[src/rtl/bcd_range_counter.sv]
// Two-digit BCD counter over an inclusive range [MIN_VAL, upper bound] with tick counting,
// manual up/down adjust, checked parallel load and zero-latency carry/borrow for cascading.
module bcd_range_counter #(
  parameter int MIN_VAL     = 0,
  parameter int MAX_VAL     = 59,
  parameter int USE_DYN_MAX = 0,
  parameter int ADJ_CARRY   = 0,
  parameter int DIGIT_W     = 4
) (
  input  logic                   clk,
  input  logic                   rst_n,
  input  logic                   en_i,
  input  logic                   up_i,
  input  logic                   down_i,
  input  logic                   load_i,
  input  logic [DIGIT_W-1:0]     load_ten_i,
  input  logic [DIGIT_W-1:0]     load_unit_i,
  input  logic [2*DIGIT_W-1:0]   dyn_max_i,
  output logic [DIGIT_W-1:0]     ten_o,
  output logic [DIGIT_W-1:0]     unit_o,
  output logic                   carry_o,
  output logic                   borrow_o,
  output logic                   at_max_o,
  output logic                   err_o
);

  localparam logic [6:0] MIN_BIN   = 7'(MIN_VAL);
  localparam logic [3:0] MIN_TEN   = 4'(MIN_VAL / 10);
  localparam logic [3:0] MIN_UNIT  = 4'(MIN_VAL % 10);
  localparam logic [3:0] MAX_TEN   = 4'(MAX_VAL / 10);
  localparam logic [3:0] MAX_UNIT  = 4'(MAX_VAL % 10);
  localparam logic       DYN_B     = (USE_DYN_MAX != 0);
  localparam logic       ADJ_B     = (ADJ_CARRY != 0);
  localparam logic       AT_MAX_RST = (MIN_VAL >= MAX_VAL);

  function automatic logic digit_ok(input logic [DIGIT_W-1:0] d);
    return d <= DIGIT_W'(4'd9);
  endfunction

  function automatic logic [6:0] to_bin(input logic [3:0] t, input logic [3:0] u);
    return 7'(t) * 7'd10 + 7'(u);
  endfunction

  logic [3:0] ten_r, unit_r;
  logic       at_max_r, err_r;
  logic [3:0] next_ten_s, next_unit_s;
  logic       next_err_s;
  logic [3:0] emax_ten_s, emax_unit_s;
  logic [6:0] emax_bin_s, v_bin_s, load_bin_s, next_bin_s;
  logic       dyn_ok_s, load_ok_s, inc_s, dec_s;

  assign v_bin_s    = to_bin(ten_r, unit_r);
  assign load_bin_s = to_bin(load_ten_i[3:0], load_unit_i[3:0]);
  assign dyn_ok_s   = digit_ok(dyn_max_i[2*DIGIT_W-1:DIGIT_W]) && digit_ok(dyn_max_i[DIGIT_W-1:0]) &&
                      (to_bin(dyn_max_i[DIGIT_W+3:DIGIT_W], dyn_max_i[3:0]) > MIN_BIN);
  assign load_ok_s  = digit_ok(load_ten_i) && digit_ok(load_unit_i) &&
                      (load_bin_s >= MIN_BIN) && (load_bin_s <= emax_bin_s);
  assign inc_s      = en_i | (up_i & ~down_i);
  assign dec_s      = down_i & ~up_i & ~en_i;
  assign emax_bin_s = to_bin(emax_ten_s, emax_unit_s);
  assign next_bin_s = to_bin(next_ten_s, next_unit_s);

  // Effective upper bound: an out-of-range run-time bound falls back to the static one
  always_comb begin
    emax_ten_s  = MAX_TEN;
    emax_unit_s = MAX_UNIT;
    if (DYN_B && dyn_ok_s) begin
      emax_ten_s  = dyn_max_i[DIGIT_W+3:DIGIT_W];
      emax_unit_s = dyn_max_i[3:0];
    end else begin
      emax_ten_s  = MAX_TEN;
      emax_unit_s = MAX_UNIT;
    end
  end

  // Next value by priority load > tick > adjust > hold
  always_comb begin
    next_ten_s  = ten_r;
    next_unit_s = unit_r;
    next_err_s  = 1'b0;
    if (load_i) begin
      if (load_ok_s) begin
        next_ten_s  = load_ten_i[3:0];
        next_unit_s = load_unit_i[3:0];
      end else begin
        next_err_s = 1'b1;
      end
    end else if (inc_s) begin
      // A value held above a shrunken bound also wraps here rather than being clamped
      if (v_bin_s >= emax_bin_s) begin
        next_ten_s  = MIN_TEN;
        next_unit_s = MIN_UNIT;
      end else if (unit_r == 4'd9) begin
        next_ten_s  = ten_r + 4'd1;
        next_unit_s = 4'd0;
      end else begin
        next_unit_s = unit_r + 4'd1;
      end
    end else if (dec_s) begin
      if (v_bin_s <= MIN_BIN) begin
        next_ten_s  = emax_ten_s;
        next_unit_s = emax_unit_s;
      end else if (unit_r == 4'd0) begin
        next_ten_s  = ten_r - 4'd1;
        next_unit_s = 4'd9;
      end else begin
        next_unit_s = unit_r - 4'd1;
      end
    end else begin
      next_ten_s  = ten_r;
      next_unit_s = unit_r;
    end
  end

  // State and registered flags
  always_ff @(posedge clk or negedge rst_n) begin
    if (!rst_n) begin
      ten_r    <= MIN_TEN;
      unit_r   <= MIN_UNIT;
      at_max_r <= AT_MAX_RST;
      err_r    <= 1'b0;
    end else begin
      ten_r    <= next_ten_s;
      unit_r   <= next_unit_s;
      at_max_r <= (next_bin_s >= emax_bin_s);
      err_r    <= next_err_s;
    end
  end

  assign ten_o    = DIGIT_W'(ten_r);
  assign unit_o   = DIGIT_W'(unit_r);
  assign at_max_o = at_max_r;
  assign err_o    = err_r;
  assign carry_o  = at_max_r & (en_i | (ADJ_B & up_i & ~down_i)) & ~load_i;
  assign borrow_o = ADJ_B & (v_bin_s == MIN_BIN) & down_i & ~up_i & ~en_i & ~load_i;

endmodule

[config.mk]
export PLATFORM = sky130hd
export DESIGN_NAME = bcd_range_counter
export DESIGN_NICKNAME = d
export VERILOG_FILES = /design/src/rtl/bcd_range_counter.sv
export SDC_FILE = /design/constraint.sdc
export NUM_CORES = 1
export LEC_CHECK = 0
export CAP_MARGIN = 20
export CORE_ASPECT_RATIO = 1.75
export CORE_MARGIN = 3
export CORE_UTILIZATION = 35
export CTS_CLUSTER_DIAMETER = 40
export DETAILED_ROUTE_END_ITERATION = 12
export DONT_BUFFER_PORTS = 1
export PLACE_DENSITY = 0.54
export SLEW_MARGIN = 20
export SYNTH_ARGS = -nofsm -noshare
export SYNTH_HDL_FRONTEND = slang
export SYNTH_SLANG_ARGS = --single-unit
[constraint.sdc]
create_clock -name clk -period 13.7 [get_ports clk]
set_input_delay 2.055 -clock clk [delete_from_list [all_inputs] [get_ports clk]]
set_output_delay 2.055 -clock clk [all_outputs]
set_load 0.005 [all_outputs]
---- Word level (Yosys, flattened, before mapping) ----
Cells that the tools add are included.
word-level totals
  output and inout bits ................... 12
  logic and storage cells ................. 54
  bits in writable memories ............... 0
  input port bits ......................... 22
  memories ................................ 0
  flip-flop bits (word level) ............. 10
  latch bits .............................. 0
  ROM bits ................................ 0
cells by class
  equality and inequality tests ........... 1
  shift-type cells ........................ 0
  multiply operators ...................... 3
  bitwise logic cells ..................... 10
  mux-type cells .......................... 18
  reduce and logical (&&, ||, !) cells .... 4
  magnitude comparators ................... 7
  add/subtract/negate cells ............... 7
  div/mod/pow operators ................... 0
operator list
  kind                                                                   count
  4-bit 2-to-1 mux                                                       16
  7-bit by 4-bit adder with 7-bit output                                 3
  4-bit by 3-bit multiplier with 6-bit output, second input constant     3
  7-bit by 6-bit >= comparator with 1-bit output, second input constant  2
  4-bit by 1-bit adder with 4-bit output, second input constant          2
  4-bit <= comparator, second input constant                             2
  4-bit by 1-bit subtractor with 4-bit output, second input constant     2
  7-bit by 1-bit >= comparator with 1-bit output, second input constant  1
  7-bit by 1-bit <= comparator with 1-bit output, second input constant  1
  7-bit by 6-bit <= comparator with 1-bit output, second input constant  1
  1-bit AND                                                              5
  4-bit equality test, second input constant                             1
  4-bit zero test                                                        1
  1-bit inverter                                                         4
  1-bit logical AND                                                      3
  1-bit 2-to-1 mux                                                       2
  1-bit OR                                                               1

---- Longest topological paths before layout ----
  word-level depth ........................ 10
  depth in mapped cells ................... 19
  gate-level depth less buffers ........... 19

---- Least setup slack after synthesis ----
Ideal clock, no wire load.
  path type ............................... input -> register
  start ................................... in load_ten_i[1]
  end ..................................... reg at_max_r, in the netlist at_max_o
  buffers on the path ..................... 0
  stages on the path ...................... 19
  setup time .............................. 0.130 ns
  setup slack ............................. 7.726 ns
  arrival ................................. 5.845 ns
  data required time ...................... 13.570 ns
  path through ............................ ha_1 ha_1 inv_1 fa_1 xor2_1 a2111oi_0 o2bb2ai_1 nor2_1 nand2_1 o21ai_0 mux2i_1 ha_1 ha_1 fa_1 nand2_1 nor2_1 xor2_1 and4_1 o22ai_2
between the ends
  word-level cells in the longest chain between the ends .. 10
  elaborated cells on any way between the ends .. 15
  those cells by class .................... 2 x add/sub; 2 x mul; 4 x order compare; 4 x mux; 3 x reduce/logical
ends and longest elaborated chain
  item                                                RTL line  RTL
  from (decl)                                         16        input logic [DIGIT_W-1:0] load_ten_i,
  4-bit by 3-bit multiplier with 6-bit output         41        return 7'(t) * 7'd10 + 7'(u);
  7-bit by 4-bit adder with 7-bit output              41
  7-bit by 1-bit >= comparator with 1-bit output      57        (load_bin_s >= MIN_BIN) && (load_bin_s <= emax_bin_s);
  1-bit logical AND                                   56        assign load_ok_s = digit_ok(load_ten_i) && digit_ok(load_unit_i) &&
  1-bit logical AND                                   57
  4-bit 2-to-1 mux (*)                                82        if (load_ok_s) begin
  4-bit 2-to-1 mux (*)                                81        if (load_i) begin
  net next_ten_s[1]                                   46        logic [3:0] next_ten_s, next_unit_s;
  4-bit by 3-bit multiplier with 6-bit output (*)     41
  7-bit by 4-bit adder with 7-bit output (*)          41
  7-bit by 6-bit >= comparator with 1-bit output (*)  125       at_max_r <= (next_bin_s >= emax_bin_s);
  to (signal assigned)                                125
  to (decl)                                           45        logic at_max_r, err_r;
Mark *: on every way through the listed nets, which the timed path passes. The rest lies on a longest branch.

---- Final worst setup path ----
Ends and elaborated chain as after synthesis.

==> reports/qor.csv <==
stage;metric;value;unit
yosys;Seq cells post-synth;10;
cts;Clock Latency Late Sink;230;ps
die;Initial Util;37.36;%
yosys;syn avg cell area;8.175;um2
routing;Vias;1480;
yosys;Compound-Gate Fraction of Synth Area;25.51;%
placement;RD Place Congestion;1.017;
grt;largest net degree at the start of global routing;16;
routing;Post-Route WL;4513;um
yosys;largest family of logic cells by synthesized area;adder cells;
sta;Peak Freq;0.1604;GHz
sta;Slew Viols, Final;0;
worst_setup_path;Worst EP required;13810;ps
yosys;Mapped Cells;195;
finish;fin area;1695;um2
die;Ports;34;
die;# rows;31;
worst_setup_path;slowest cell on the critical path;fa_1;
worst_setup_path;Critical Path Source Type;primary input;
grt;total track usage;17.41;%
sta;slew margin rel.;41.38;%
yosys;Synth area leaders;ha_1 19%, dfrtp_1 16%, fa_1 7.5%, o21ai_0 5.3%, inv_1 4.5%;
finish;most common cell after layout, fill and taps aside;ha_1;
yosys;Adder-Cell Fraction of Synth Area;26.37;%
pwr;Gate power share;76.5;%
cts;CTS tree;yes;
pwr;Clk pwr share;7.4;%
yosys;cell taking the most area after synthesis;ha_1;
worst_setup_path;Max stage delay on crit path;520;ps
die;Die X-Extent;57.02;um
cts;CTS buffer count;3;
worst_setup_path;crit end category;flip-flop;
cts;post-CTS setup buffers;0;
yosys;Synth Area in Simple Gates;19.62;%
sta;worst hold margin;876.9;ps
cts;CTS Sinks;10;
die;core area;4267;um2
yosys;part of the Yosys area used for sequential elements;15.70;%
cts;CTS Root Cell;clkbuf_8;
cts;CTS Hold Bufs;0;
finish;Area growth, synth to finish;6.358;%
pwr;Pleak;0.7634;nW
pwr;internal cell power;0.2296;mW
worst_setup_path;CP cell instances;ha_1 > ha_1 > inv_1 > fa_1 > xor2_1 > a2111oi_0 > o2bb2ai_1 > nor2_1 > nand2_1 > o21ai_0 > mux2i_1 > ha_1 > ha_1 > fa_1 > nand2_1 > nor2_1 > xor2_1 > and4_1 > o22ai_2;
finish;Non-Filler Instances;245;
pwr;Net Sw Frac;53.07;%
grt;GRT overflow;0;
cts;clock-pin slew on the worst setup and hold paths;50;ps
finish;layout cell share with drive strength beyond 1;4.082;%
routing;# DRC;0;
pwr;Reg power frac;16.1;%
worst_setup_path;Crit Path Class;in -> reg;
sta;Final TNS setup;0;ps
worst_setup_path;CP arrival;6340;ps
hold_path;HP Class;reg -> reg;
pwr;Sw Pwr;0.2596;mW
routing;ANT nets after route;0;
finish;Fillers;459;
yosys;post-synth top area share;18.84;%
die;die area;5432;um2
grt;vias in the first global route;1493;
sta;slew of the pin with the lowest slew margin;877.4;ps
run_status;status;finished clean;
cts;deepest clock path buffer count;2;
routing;First-pass DRT Iterations;4;
cts;CTS H-Tree Depth;1;
worst_setup_path;Crit path buffers/inverters;1;
yosys;synthesized area;1594;um2
routing;vias per cell;6.041;
yosys;Yosys warnings;0;
sta;clk_skew;1.837;ps
sta;RSZ-0062 raised after global routing;no;
job;Max Cap Viol;0;
sta;Final Hold Fails;0;
worst_setup_path;Top cell by count, worst path;ha_1;
finish;n_diodes;0;
cts;CTS resizes;0;
routing;wire length per cell;18.42;um
placement;Buffers on Ports;0;
yosys;Synth Area in XOR/XNOR;5.887;%
die;Die Y;95.28;um
placement;dpl cells;241;
sta;Final setup viols;0;
routing;DRT iter0 DRCs;46;
yosys;post-synthesis mux area share;1.256;%
yosys;Post-synth EDFFs;0;
yosys;Synth async-reset ratio;100.0;%
worst_setup_path;CP max FO;10;
finish;Final nets;249;
yosys;syn nets;247;
finish;most frequent cells in the layout;24 x ha_1, 19 x inv_1, 17 x o21ai_0;
sta;fin crit share;45.50;%
grt;initial antenna violation count;0;
worst_setup_path;Crit path max-delay family;adder cells;
yosys;ys flop type;dfrtp_1;
pwr;overall power;0.4892;mW
placement;placed cell area;1640;um2
pwr;Worst IR Drop VDD;168.3;uV
pwr;P per Cell Area;288.5;nW/um2
yosys;Yosys cell types;46;
placement;HPWL after DPL;3814;um
grt;global-route wire length before repair;7403;um
sta;Final min period;6233;ps
==> stage by stage <==
step	util [%]	worst slack, ps
2_1_floorplan	-	7726
3_3_place_gp	38.45	7273
3_5_place_dp	38.45	7187
4_1_cts	39.74	7442
5_1_grt	39.74	7064
6_report	39.74	7467
==> kinds of logic after synthesis <==
kind of cell             Yosys count
AO/OA/AOI/OAI                     59
XOR/XNOR                           9
adder cells (fa/ha/maj)           30
buffers and inverters             22
flip-flops                        10
multiplexers                       2
other                              1
AND/OR/NAND/NOR                   62
==> registers in the layout, indices dropped and copies added (netlist names) <==
signal	flops
ten_o	4
unit_o	4
at_max_o	1
err_o	1
==> cell type report <==
cell class              count  area [um2]  share of cell area (%)
inverters                  19       71.32                   4.207
flip-flops and latches     10       250.2                   14.76
multi-input cells         163        1257                   74.17
well taps                  49       61.31                   3.616
clock buffers               4       55.05                   3.247
==> Yosys cell counts (all sizes together), types with 2 or more instances <==
master  count
a211oi      5
a21o        2
a21oi      11
a221oi      3
a31oi       2
and2        3
and3        5
and4        2
clkbuf      2
dfrtp      10
fa          6
ha         24
inv        19
mux2i       2
nand2      13
nand3       8
nand4       3
nor2       16
nor2b       2
nor3        4
nor3b       2
nor4        2
o211a       2
o21ai      18
o22ai       3
o311ai      3
o31ai       2
xnor2       3
xor2        5
==> worst paths after layout <==
check	start	endpoint	slack, ps	depth (start not counted)
max in group asynchronous	rst_n	unit_o[1]	12120	0
setup / recovery	load_ten_i[1]	at_max_o	7470	19
hold reg to reg	unit_o[2]	unit_o[2]	880	2
hold / removal	unit_o[2]	unit_o[2]	880	2
min in group asynchronous	rst_n	at_max_o	1510	0
setup reg to reg	ten_o[1]	at_max_o	8240	19
==> worst register-to-register path: stages (launching register included) <==
cell	delay [ps]
dfrtp_1	520
ha_1	360
ha_1	130
inv_1	50
fa_1	520
xor3_1	410
a211o_1	310
a2111o_1	520
nand2_2	180
o21ai_1	110
a221oi_2	270
mux2i_1	200
ha_1	330
ha_1	220
fa_1	520
nand2_1	60
nor2_1	110
xor2_1	190
and4_1	240
o22ai_2	70
==> power groups by stage <==
| stage | logic, mW | clock network [mW] | registers (mW) |
|---|---|---|---|
| finish | 0.374 | 0.0364 | 0.0786 |
| global placement | 0.356 | 0 | 0.0799 |
| global route | 0.426 | 0.0388 | 0.0829 |
| detailed placement | 0.371 | 0 | 0.0795 |
| CTS | 0.373 | 0.0375 | 0.0793 |
| floorplan | 0.297 | 0 | 0.0652 |
==> layer usage <==
metal / part of all wire [%] / routed length (um) / global-route usage [%] / vias up
met5: 0 / 0 / 0 / -
met4: 1.1 / 49 / 5.222 / 0
met3: 3.9 / 175 / 2.575 / 6
met2: 59 / 2677 / 35.59 / 40
met1: 36 / 1611 / 17.33 / 704
li1: - / - / - / 730
Power figures use the tool's default switching activity.
